--- config.mk ---
export PLATFORM = sky130hd
export DESIGN_NAME = tlul_xbar_nto1
export DESIGN_NICKNAME = d
export VERILOG_FILES = /design/src/rtl/tlul_pkg.sv /design/src/rtl/tlul_xbar_nto1_pkg.sv /design/src/rtl/tlul_xbar_nto1_idfifo.sv /design/src/rtl/tlul_xbar_nto1.sv
export SDC_FILE = /design/constraint.sdc
export NUM_CORES = 1
export LEC_CHECK = 0
export BUFFER_PORTS_ARGS = -buffer_cell sky130_fd_sc_hd__buf_2
export CAP_MARGIN = 20
export CORE_AREA = 2 2 160 162
export CTS_BUF_LIST = sky130_fd_sc_hd__clkbuf_8
export DETAILED_ROUTE_END_ITERATION = 8
export DIE_AREA = 0 0 162 164
export PLACE_DENSITY = 0.36
export SYNTH_ARGS = -nofsm -noshare
export SYNTH_HDL_FRONTEND = slang
export SYNTH_SLANG_ARGS = --single-unit
export TNS_END_PERCENT = 20
--- constraint.sdc ---
create_clock -name clk_i -period 3.22 [get_ports clk_i]
set_input_delay 0.483 -clock clk_i [delete_from_list [all_inputs] [get_ports clk_i]]
set_output_delay 0.483 -clock clk_i [all_outputs]
set_load 0.02 [all_outputs]
--- src/rtl/tlul_pkg.sv ---
// tlul_pkg: minimal TL-UL A/D channel structs shared by hosts and devices
package tlul_pkg;
    typedef struct packed {
        logic        a_valid;
        logic [2:0]  a_opcode;
        logic [2:0]  a_param;
        logic [1:0]  a_size;
        logic [7:0]  a_source;
        logic [31:0] a_address;
        logic [3:0]  a_mask;
        logic [31:0] a_data;
        logic        d_ready;
    } tl_h2d_t;
    typedef struct packed {
        logic        d_valid;
        logic [2:0]  d_opcode;
        logic [2:0]  d_param;
        logic [1:0]  d_size;
        logic [7:0]  d_source;
        logic        d_sink;
        logic [31:0] d_data;
        logic        d_error;
        logic        a_ready;
    } tl_d2h_t;
endpackage

--- src/rtl/tlul_xbar_nto1_pkg.sv ---
// tlul_xbar_nto1_pkg: parameter limits and round-robin search for the N-to-1 crossbar
package tlul_xbar_nto1_pkg;
    localparam int MinHosts            = 2;
    localparam int MaxHosts            = 8;
    localparam int MinOutstanding      = 1;
    localparam int MaxOutstandingLimit = 16;
    // Lowest requester at or above ptr wins; otherwise the lowest requester overall.
    function automatic logic [2:0] rr_next(input logic [MaxHosts-1:0] req, input logic [2:0] ptr, input int n);
        rr_next = ptr;
        for (int i = MaxHosts - 1; i >= 0; i--)
            if (req[i] && i < n) rr_next = 3'(i);
        for (int i = MaxHosts - 1; i >= 0; i--)
            if (req[i] && i < n && i >= int'(ptr)) rr_next = 3'(i);
    endfunction
endpackage

--- src/rtl/tlul_xbar_nto1_idfifo.sv ---
// tlul_xbar_nto1_idfifo: in-order FIFO of host indices for outstanding requests
module tlul_xbar_nto1_idfifo #(
    parameter int Width = 1,
    parameter int Depth = 4
) (
    input  logic             clk_i,
    input  logic             rst_i,
    input  logic             push_i,
    input  logic [Width-1:0] wdata_i,
    input  logic             pop_i,
    output logic             full_o,
    output logic             empty_o,
    output logic [Width-1:0] head_o
);
    localparam int PtrW = Depth > 1 ? $clog2(Depth) : 1;
    localparam int CntW = $clog2(Depth + 1);
    logic [Width-1:0] r_mem [Depth];
    logic [PtrW-1:0]  r_wr, r_rd;
    logic [CntW-1:0]  r_cnt;
    // Explicit wrap so non-power-of-two depths stay in range.
    function automatic logic [PtrW-1:0] inc(input logic [PtrW-1:0] p);
        return (p == PtrW'(Depth - 1)) ? '0 : p + 1'b1;
    endfunction
    always_ff @(posedge clk_i) begin
        if (rst_i) begin
            r_wr  <= '0;
            r_rd  <= '0;
            r_cnt <= '0;
        end else begin
            if (push_i) r_wr <= inc(r_wr);
            if (pop_i) r_rd <= inc(r_rd);
            if (push_i != pop_i) r_cnt <= push_i ? r_cnt + 1'b1 : r_cnt - 1'b1;
        end
    end
    always_ff @(posedge clk_i) begin
        if (push_i) r_mem[r_wr] <= wdata_i;
    end
    assign full_o  = r_cnt == CntW'(Depth);
    assign empty_o = r_cnt == '0;
    assign head_o  = r_mem[r_rd];
endmodule

--- src/rtl/tlul_xbar_nto1.sv ---
// tlul_xbar_nto1: round-robin N-host to 1-device TL-UL crossbar with in-order response routing
module tlul_xbar_nto1
    import tlul_xbar_nto1_pkg::*;
#(
    parameter int NumHosts       = 2,
    parameter int MaxOutstanding = 4
) (
    input  logic              clk_i,
    input  logic              rst_i,
    input  tlul_pkg::tl_h2d_t tl_h_i [NumHosts],
    output tlul_pkg::tl_d2h_t tl_h_o [NumHosts],
    output tlul_pkg::tl_h2d_t tl_d_o,
    input  tlul_pkg::tl_d2h_t tl_d_i,
    output logic              err_o
);
    localparam int HostIdxW = $clog2(NumHosts);
    if (NumHosts < MinHosts || NumHosts > MaxHosts ||
        MaxOutstanding < MinOutstanding || MaxOutstanding > MaxOutstandingLimit) begin : g_bad_param
        $error("tlul_xbar_nto1: parameter out of range");
    end
    logic [HostIdxW-1:0] r_rr_ptr, r_lock_idx, w_grant, w_grant_nxt, w_head;
    logic                r_lock, r_err;
    logic [MaxHosts-1:0] w_req;
    logic                w_full, w_empty, w_a_valid, w_d_ready, w_accept, w_pop;
    always_comb begin
        w_req = '0;
        for (int i = 0; i < NumHosts; i++) w_req[i] = tl_h_i[i].a_valid;
    end
    assign w_grant     = r_lock ? r_lock_idx : HostIdxW'(rr_next(w_req, 3'(r_rr_ptr), NumHosts));
    assign w_grant_nxt = (w_grant == HostIdxW'(NumHosts - 1)) ? '0 : w_grant + 1'b1;
    assign w_a_valid   = !rst_i && !w_full && tl_h_i[w_grant].a_valid;
    assign w_accept    = w_a_valid && tl_d_i.a_ready;
    // With nothing outstanding the device port sinks stray responses.
    assign w_d_ready   = !rst_i && (w_empty || tl_h_i[w_head].d_ready);
    assign w_pop       = tl_d_i.d_valid && w_d_ready && !w_empty;
    always_comb begin
        tl_d_o         = tl_h_i[w_grant];
        tl_d_o.a_valid = w_a_valid;
        tl_d_o.d_ready = w_d_ready;
        for (int i = 0; i < NumHosts; i++) begin
            tl_h_o[i]         = tl_d_i;
            tl_h_o[i].a_ready = !rst_i && !w_full && w_grant == HostIdxW'(i) && tl_d_i.a_ready;
            tl_h_o[i].d_valid = !rst_i && !w_empty && w_head == HostIdxW'(i) && tl_d_i.d_valid;
        end
    end
    always_ff @(posedge clk_i) begin
        if (rst_i) begin
            r_rr_ptr   <= '0;
            r_lock     <= 1'b0;
            r_lock_idx <= '0;
            r_err      <= 1'b0;
        end else begin
            if (w_accept) r_rr_ptr <= w_grant_nxt;
            r_lock <= w_a_valid && !tl_d_i.a_ready;
            if (w_a_valid) r_lock_idx <= w_grant;
            if (tl_d_i.d_valid && w_empty) r_err <= 1'b1;
        end
    end
    assign err_o = r_err;
    tlul_xbar_nto1_idfifo #(
        .Width(HostIdxW),
        .Depth(MaxOutstanding)
    ) u_idfifo (
        .clk_i  (clk_i),
        .rst_i  (rst_i),
        .push_i (w_accept),
        .wdata_i(w_grant),
        .pop_i  (w_pop),
        .full_o (w_full),
        .empty_o(w_empty),
        .head_o (w_head)
    );
endmodule

==> impl_metrics.ini, run 1 <==
[clocking]
clk_latency_ns = 0.25
cts_buffer_depth = 2
cts_root_buf = clkbuf_8
cts_resized = 0
tritoncts = yes
h-tree-depth = 1
cts_inserted_buffers = 3
cts.hold.buffers_added = 0
cts.clk_slew.worst_paths_ns = 0.07
clkSinkCount = 17
postCtsSetupBuffers = 0

[placed_design]
gp_congestion = 0.700
placed_area_sq_um = 3660
dpl_worst_slack_ns = 0.673
portBuffers = 266
dpl.hpwl_um = 9190

[sta]
max_freq_mhz = 390
hold_violations = 0
fin_worst_skew_ns = 0.00392
worstMarginPinSlew_ns = 0.427
maxSlewViolCount = 0
maxSlewHeadroom = 0.715
period_share = 0.796
rsz0062_at_grt = no
finalSetupViolCount = 0
min_period_ns = 2.56
setup_tns_ns = 0
finalWorstSetupSlack_ns = 0.656

[synthesis]
netlist_area_sq_um = 2690
synth_cells = 460
synthTopCellsByArea = nand2_1 36%, buf_4 28%, dfxtp_1 9.7%
synth_edf_count = 4
yosys.area.top_type_share = 0.361
syn_nets = 692
ys_ff_latch = 17
ys_types = 35
synth_top_cell_by_area = nand2_1
async_flop_share = 0
yosysSeqAreaShare = 0.141
synthFlopType = dfxtp_1
yosysWarnings = 0
syn_area_per_cell_sq_um = 5.85

[global_routing]
antenna_found_initial = 2
overflow = 0
grt_max_degree = 91
grt_pass1_wl_um = 14700
grt_pass1_vias = 2656
gr-usage-all-layers = 0.0710

[floorplanning]
die_x_um = 162
num_rows = 58
start_util = 0.108
die-area_sq_um = 26600
die_h_um = 164
fp.coreArea_sq_um = 24800
pin_count = 417

[critical_path]
worstPathRequired_ns = 2.74
cpMaxStageDelayCell = maj3_1
cp_slowest_stage_delay_ns = 0.39
startpoint_type = input pin
endpoint_kind = output pin
critical_path_class = in -> out
crit_buf_inv = 4
path_max_fanout = 90
arrival_ns = 2.08
path_delay_family = buffers and inverters
crit_chain = buf_2, maj3_1, o21ai_4, clkinv_2, buf_12, nand2_1, nand2_1, buf_2
r2r_setup_slack_ns = 1.00

[power]
p_leak_nw = 2.22
power_per_cell_area_nw_per_um2 = 392
peakVddDrop_mv = 0.134
total_power_mw = 1.46

[finish]
synthToLayoutAreaGrowth_pct = 38.1
nets = 846
register_area_sq_um = 380
multi_input_area_sq_um = 1450
layout-drive-gt1-share = 0.463
mostFrequentLayoutCells = 266 x buf_2, 259 x nand2_1, 13 x dfxtp_1
mostFrequentLayoutCell = buf_2
fillers = 2907
final_area_sq_um = 3710

[route]
ant_nets = 0
firstDrtPassIters = 4
wl_per_cell_um = 11.5
drt-initial-drc-count = 83
wirelength_um = 10900
post-route-drc-count = 0
vias = 3138
drt-vias-per-instance = 3.32

[run_status]
status = completed

[hold_path]
hp-class = in -> reg

[job]
maxCapViolations = 0
[per-stage QoR]
stage,std cells,hold WS (ns),utilization
final,945,0.426,0.150
after CTS,943,0.421,0.149
after detailed placement,939,0.462,0.148
after floorplan,460,0.446,-
after global routing,943,0.425,0.149
after global placement,939,0.448,0.148
[cell usage after synthesis (2+ instances only)]
cell type    n
ha_1         5
mux2i_1      6
and2_1       5
buf_4      102
nand2_1    259
clkbuf_1    12
nor2_1      12
edfxtp_1     4
a21oi_1      3
nor3b_1      2
buf_2        7
inv_2        2
dfxtp_1     13
o21ai_1      2
inv_1        5
or3_1        2
[power breakdown]
part           switching, mW  internal, mW  total (mW)
Sequential            0.0337         0.258       0.292
Clock                 0.0704        0.0845       0.155
Combinational          0.625         0.385        1.01
[final timing paths]
kind / start / to / cells after the start
setup / recovery: tl_h_i[85] / tl_d_o[13] / 8
hold / removal: tl_d_i[0] / r_lock / 2
setup reg to reg: u_idfifo.r_cnt[0] / u_idfifo.r_cnt[2] / 8
hold reg to reg: err_o / err_o / 2
[cell families (layout without fill, tap and decap cells)]
family / count (synthesis) / in the layout / synth area share
compound gates: 9 / 9 / 0.0209
xor+xnor: 1 / 1 / 0.00605
fa+ha+maj: 7 / 7 / 0.0344
buf+inv: 128 / 281 / 0.324
flops: 17 / 17 / 0.141
mux: 9 / 9 / 0.0446
other cells: 0 / 2 / 0
simple gates: 289 / 289 / 0.428
[final cells by class]
class	count	share of cell area
clock inverters	1	0.00101
diodes	2	0.00135
repair buffers	270	0.377
clock buffers	3	0.0111
flip-flops and latches	17	0.102
inverters	7	0.00741
well taps	330	0.111
multi-input cells	315	0.389
[routing by layer]
| layer | track usage | routed length, um | vias up |
|---|---|---|---|
| li1 | - | - | 1602 |
| met1 | 0.0681 | 3670 | 1266 |
| met2 | 0.130 | 5340 | 249 |
| met3 | 0.0399 | 1660 | 21 |
| met4 | 0.0205 | 229 | 0 |
| met5 | 0 | 0 | - |
Note: power is estimated with default switching activity, not from simulation.
==> inputs of run 2 (changes only) <==
==> constraint.sdc (replaced) <==
create_clock -name clk_i -period 2.5 [get_ports clk_i]
set_input_delay 0.375 -clock clk_i [delete_from_list [all_inputs] [get_ports clk_i]]
set_output_delay 0.375 -clock clk_i [all_outputs]
set_load 0.02 [all_outputs]
==> impl_metrics.ini, run 2 (synthesized netlist as in run 1, its figures left out) <==
[placed_design]
dpl.hpwl_um = 9190
gp_congestion = 0.706
dpl_worst_slack_ns = 0.237
portBuffers = 266
placed_area_sq_um = 3680

[clocking]
h-tree-depth = 1
clkSinkCount = 17
cts_resized = 0
clk_latency_ns = 0.26
cts.hold.buffers_added = 0
cts.clk_slew.worst_paths_ns = 0.07
cts_buffer_depth = 2
cts_root_buf = clkbuf_8
postCtsSetupBuffers = 0
tritoncts = yes
cts_inserted_buffers = 3

[sta]
fin_worst_skew_ns = 0.000837
maxSlewHeadroom = 0.724
worstMarginPinSlew_ns = 0.414
setup_tns_ns = 0
finalWorstSetupSlack_ns = 0.175
min_period_ns = 2.32
maxSlewViolCount = 0
hold_violations = 0
finalSetupViolCount = 0
max_freq_mhz = 430
period_share = 0.930
rsz0062_at_grt = no

[critical_path]
arrival_ns = 1.95
startpoint = r_rr_ptr
startpoint_type = flip-flop
worstPathRequired_ns = 2.12
cp_slowest_stage_delay_ns = 0.38
critical_path_class = reg -> out
cpMaxStageDelayCell = maj3_1
path_max_fanout = 40
crit_chain = maj3_1, o21ai_4, clkinv_2, buf_4, nand2_1, nand2_1, buf_2
endpoint_kind = output pin
cpMostUsedCell = nand2_1
reg2reg_from = u_idfifo.r_cnt[0]

[finish]
nets = 848
layout-drive-gt1-share = 0.467
synthToLayoutAreaGrowth_pct = 38.5
num_antenna_cells = 0
utilization = 0.150
fillers = 2918
final_area_sq_um = 3730
mostFrequentLayoutCell = buf_2
mostFrequentLayoutCells = 266 x buf_2, 259 x nand2_1, 13 x dfxtp_1

[power]
peakVddDrop_mv = 0.206
total_power_mw = 1.89
clock_power_share = 0.112
p_leak_nw = 2.23
p_seq_frac = 0.201
swShare = 0.502
p_int_mw = 0.942
power_per_cell_area_nw_per_um2 = 508
p_sw_mw = 0.950
comb_power_share = 0.687

[global_routing]
grt_max_degree = 51
grt_pass1_vias = 2698
overflow = 0
gr-usage-all-layers = 0.0705
grt_pass1_wl_um = 14500
antenna_found_initial = 1

[route]
vias = 3135
firstDrtPassIters = 4
wl_per_cell_um = 11.3
drt-vias-per-instance = 3.32
drt-initial-drc-count = 99
ant_nets = 0
post-route-drc-count = 0
wirelength_um = 10700

[hold_path]
hp-class = in -> reg
worst_hold_startpoint = tl_d_i[0]

[floorplanning]
die-area_sq_um = 26600
pin_count = 417
num_rows = 58
die_h_um = 164
start_util = 0.108
die_x_um = 162
fp.coreArea_sq_um = 24800

[run_status]
status = completed

[job]
maxCapViolations = 0
-- run 2: final timing paths --
kind | endpoint | slack [ns] | cells past startpoint
max | tl_d_o[11] | 0.18 | 7
min | r_lock | 0.30 | 2
max reg2reg | u_idfifo.r_cnt[2] | 0.28 | 8
min reg2reg | err_o | 0.48 | 2
-- run 2: layer usage --
metal,track usage,routed length (um)
met1,0.0666,3550
met2,0.130,5210
met3,0.0374,1660
met4,0.0241,274
met5,0,0
-- run 2: area by class of cell --
class	count	area (sq um)	area share
multi-input combinational	315	1450	0.388
timing repair buffer	272	1410	0.379
inverter	7	27.5	0.00739
sequential	17	380	0.102
clock inverter	1	5.00	0.00134
clock buffer	3	41.3	0.0111
tap	330	413	0.111
-- run 2: power groups by stage --
stage                     registers, mW  logic [mW]  clock network [mW]
after floorplan                   0.382        1.06                   0
after global placement            0.386        1.33                   0
after detailed placement          0.387        1.32                   0
after CTS                         0.381        1.32               0.219
after global routing              0.391        1.44               0.227
final                             0.381        1.30               0.212
-- run 2: metrics by stage --
step | cells | hold slack (ns)
after CTS | 945 | 0.304
after global routing | 945 | 0.310
after detailed placement | 941 | 0.472
after global placement | 941 | 0.446
final | 945 | 0.303
after floorplan | 460 | 0.446
-- run 2: worst max-delay path: cells and delay by family (launching register included) --
family	cells	cell delay, ns
buffers and inverters	3	0.54
adders and majority gates	1	0.38
DFF	1	0.32
AOI/OAI and AO/OA	1	0.23
and+or+nand+nor	2	0.19
==> inputs of run 3 (changes only) <==
==> constraint.sdc (replaced) <==
create_clock -name clk_i -period 2.4 [get_ports clk_i]
set_input_delay 0.36 -clock clk_i [delete_from_list [all_inputs] [get_ports clk_i]]
set_output_delay 0.36 -clock clk_i [all_outputs]
set_load 0.02 [all_outputs]
==> impl_metrics.ini, run 3 (synthesized netlist as in run 1, its figures left out) <==
[floorplanning]
die_x_um = 162
pin_count = 417
num_rows = 58
die_h_um = 164
die-area_sq_um = 26600
start_util = 0.108
fp.coreArea_sq_um = 24800

[finish]
layout-drive-gt1-share = 0.469
fillers = 2935
nets = 851
synthToLayoutAreaGrowth_pct = 39.6
mostFrequentLayoutCells = 266 x buf_2, 259 x nand2_1, 13 x dfxtp_1
final_area_sq_um = 3750
mostFrequentLayoutCell = buf_2

[critical_path]
reg2regPathDepth = 8
endpoint_kind = output pin
r2r_end = u_idfifo.r_cnt[2]
crit_buf_inv = 3
startpoint = r_rr_ptr
path_max_fanout = 50
r2r_setup_slack_ns = 0.30
crit_chain = maj3_1, o21ai_4, clkinv_2, buf_12, nand2_1, nand2_1, buf_2
critical_path_class = reg -> out
cpMaxStageDelayCell = maj3_1
reg2reg_from = r_lock
startpoint_type = flip-flop
worstPathRequired_ns = 2.04
arrival_ns = 1.92
path_delay_family = buffers and inverters
cp_slowest_stage_delay_ns = 0.38
cpMostUsedCell = nand2_1

[clocking]
h-tree-depth = 1
cts_buffer_depth = 2
clkSinkCount = 17
cts_resized = 0
tritoncts = yes
cts_inserted_buffers = 3
cts_root_buf = clkbuf_8
cts.clk_slew.worst_paths_ns = 0.07
clk_latency_ns = 0.25
cts.hold.buffers_added = 0
postCtsSetupBuffers = 0

[global_routing]
antenna_found_initial = 1
overflow = 0
grt_max_degree = 51
grt_pass1_wl_um = 15000
grt_pass1_vias = 2787
gr-usage-all-layers = 0.0715

[route]
firstDrtPassIters = 6
drt-vias-per-instance = 3.30
wirelength_um = 10900
drt-initial-drc-count = 57
post-route-drc-count = 0
ant_nets = 0
vias = 3136
wl_per_cell_um = 11.5

[hold_path]
hold_end = r_lock
hp-class = in -> reg
worst_hold_startpoint = tl_d_i[0]
min_path_cells = 2

[sta]
period_share = 0.951
min_period_ns = 2.28
hold_violations = 0
maxSlewViolCount = 0
setup_tns_ns = 0
max_freq_mhz = 438
worstMarginPinSlew_ns = 0.304
rsz0062_at_grt = no
fin_worst_skew_ns = 0.000523
maxSlewHeadroom = 0.797
finalSetupViolCount = 0

[power]
power_per_cell_area_nw_per_um2 = 524
peakVddDrop_mv = 0.176
p_leak_nw = 2.24

[run_status]
status = completed

[placed_design]
dpl.hpwl_um = 9360
gp_congestion = 0.706
placed_area_sq_um = 3700
portBuffers = 266

[job]
maxCapViolations = 0
==> run 3: power breakdown <==
| group | internal (mW) | leakage, nW | switching [mW] |
|---|---|---|---|
| Sequential | 0.347 | 0.143 | 0.0393 |
| Combinational | 0.531 | 2.07 | 0.838 |
| Clock | 0.115 | 0.0255 | 0.0986 |
==> run 3: worst max-delay path by stage <==
stage	to	slack (ns)	cells after the start
after floorplan	u_idfifo.r_cnt[2]	0.12	9
after global placement	tl_d_o[12]	0.17	9
after detailed placement	tl_d_o[4]	0.18	9
after CTS	tl_d_o[4]	0.08	7
after global routing	tl_d_o[75]	0.02	7
final	tl_d_o[75]	0.12	7
==> run 3: area by class of cell <==
type | instances | area (sq um) | share of cell area
timing repair buffer | 275 | 1440 | 0.384
multi-input combinational | 315 | 1450 | 0.385
antenna | 1 | 2.50 | 0.000666
clock buffer | 3 | 41.3 | 0.0110
tap | 330 | 413 | 0.110
sequential | 17 | 380 | 0.101
inverter | 7 | 27.5 | 0.00733
clock inverter | 1 | 5.00 | 0.00133
==> run 3: through the flow <==
step	util	worst slack [ns]	cells	power, mW	hold slack, ns
global route	0.151	0.0169	948	2.15	0.305
global placement	0.149	0.173	944	1.79	0.448
CTS	0.151	0.0805	948	2.01	0.304
floorplan	-	0.125	460	1.50	0.436
detailed placement	0.149	0.175	944	1.78	0.466
finish	0.151	0.117	949	1.97	0.309
==> run 3: worst reg2reg max path: stages (launching register included) <==
cell     delay, ns
dfxtp_1       0.34
or2b_1        0.24
a21oi_2       0.10
nor3_4        0.19
inv_1         0.07
fa_1          0.37
or3_1         0.37
mux2i_1       0.16
mux2i_1       0.19
==> run 3: per-layer routing <==
| layer | wire length, um | GRT usage | share of wire | up-vias |
|---|---|---|---|---|
| met3 | 1610 | 0.0356 | 0.15 | 21 |
| met5 | 0 | 0 | 0 | - |
| met1 | 3770 | 0.0712 | 0.35 | 1257 |
| li1 | - | - | - | 1609 |
| met2 | 5300 | 0.131 | 0.49 | 249 |
| met4 | 233 | 0.0217 | 0.021 | 0 |
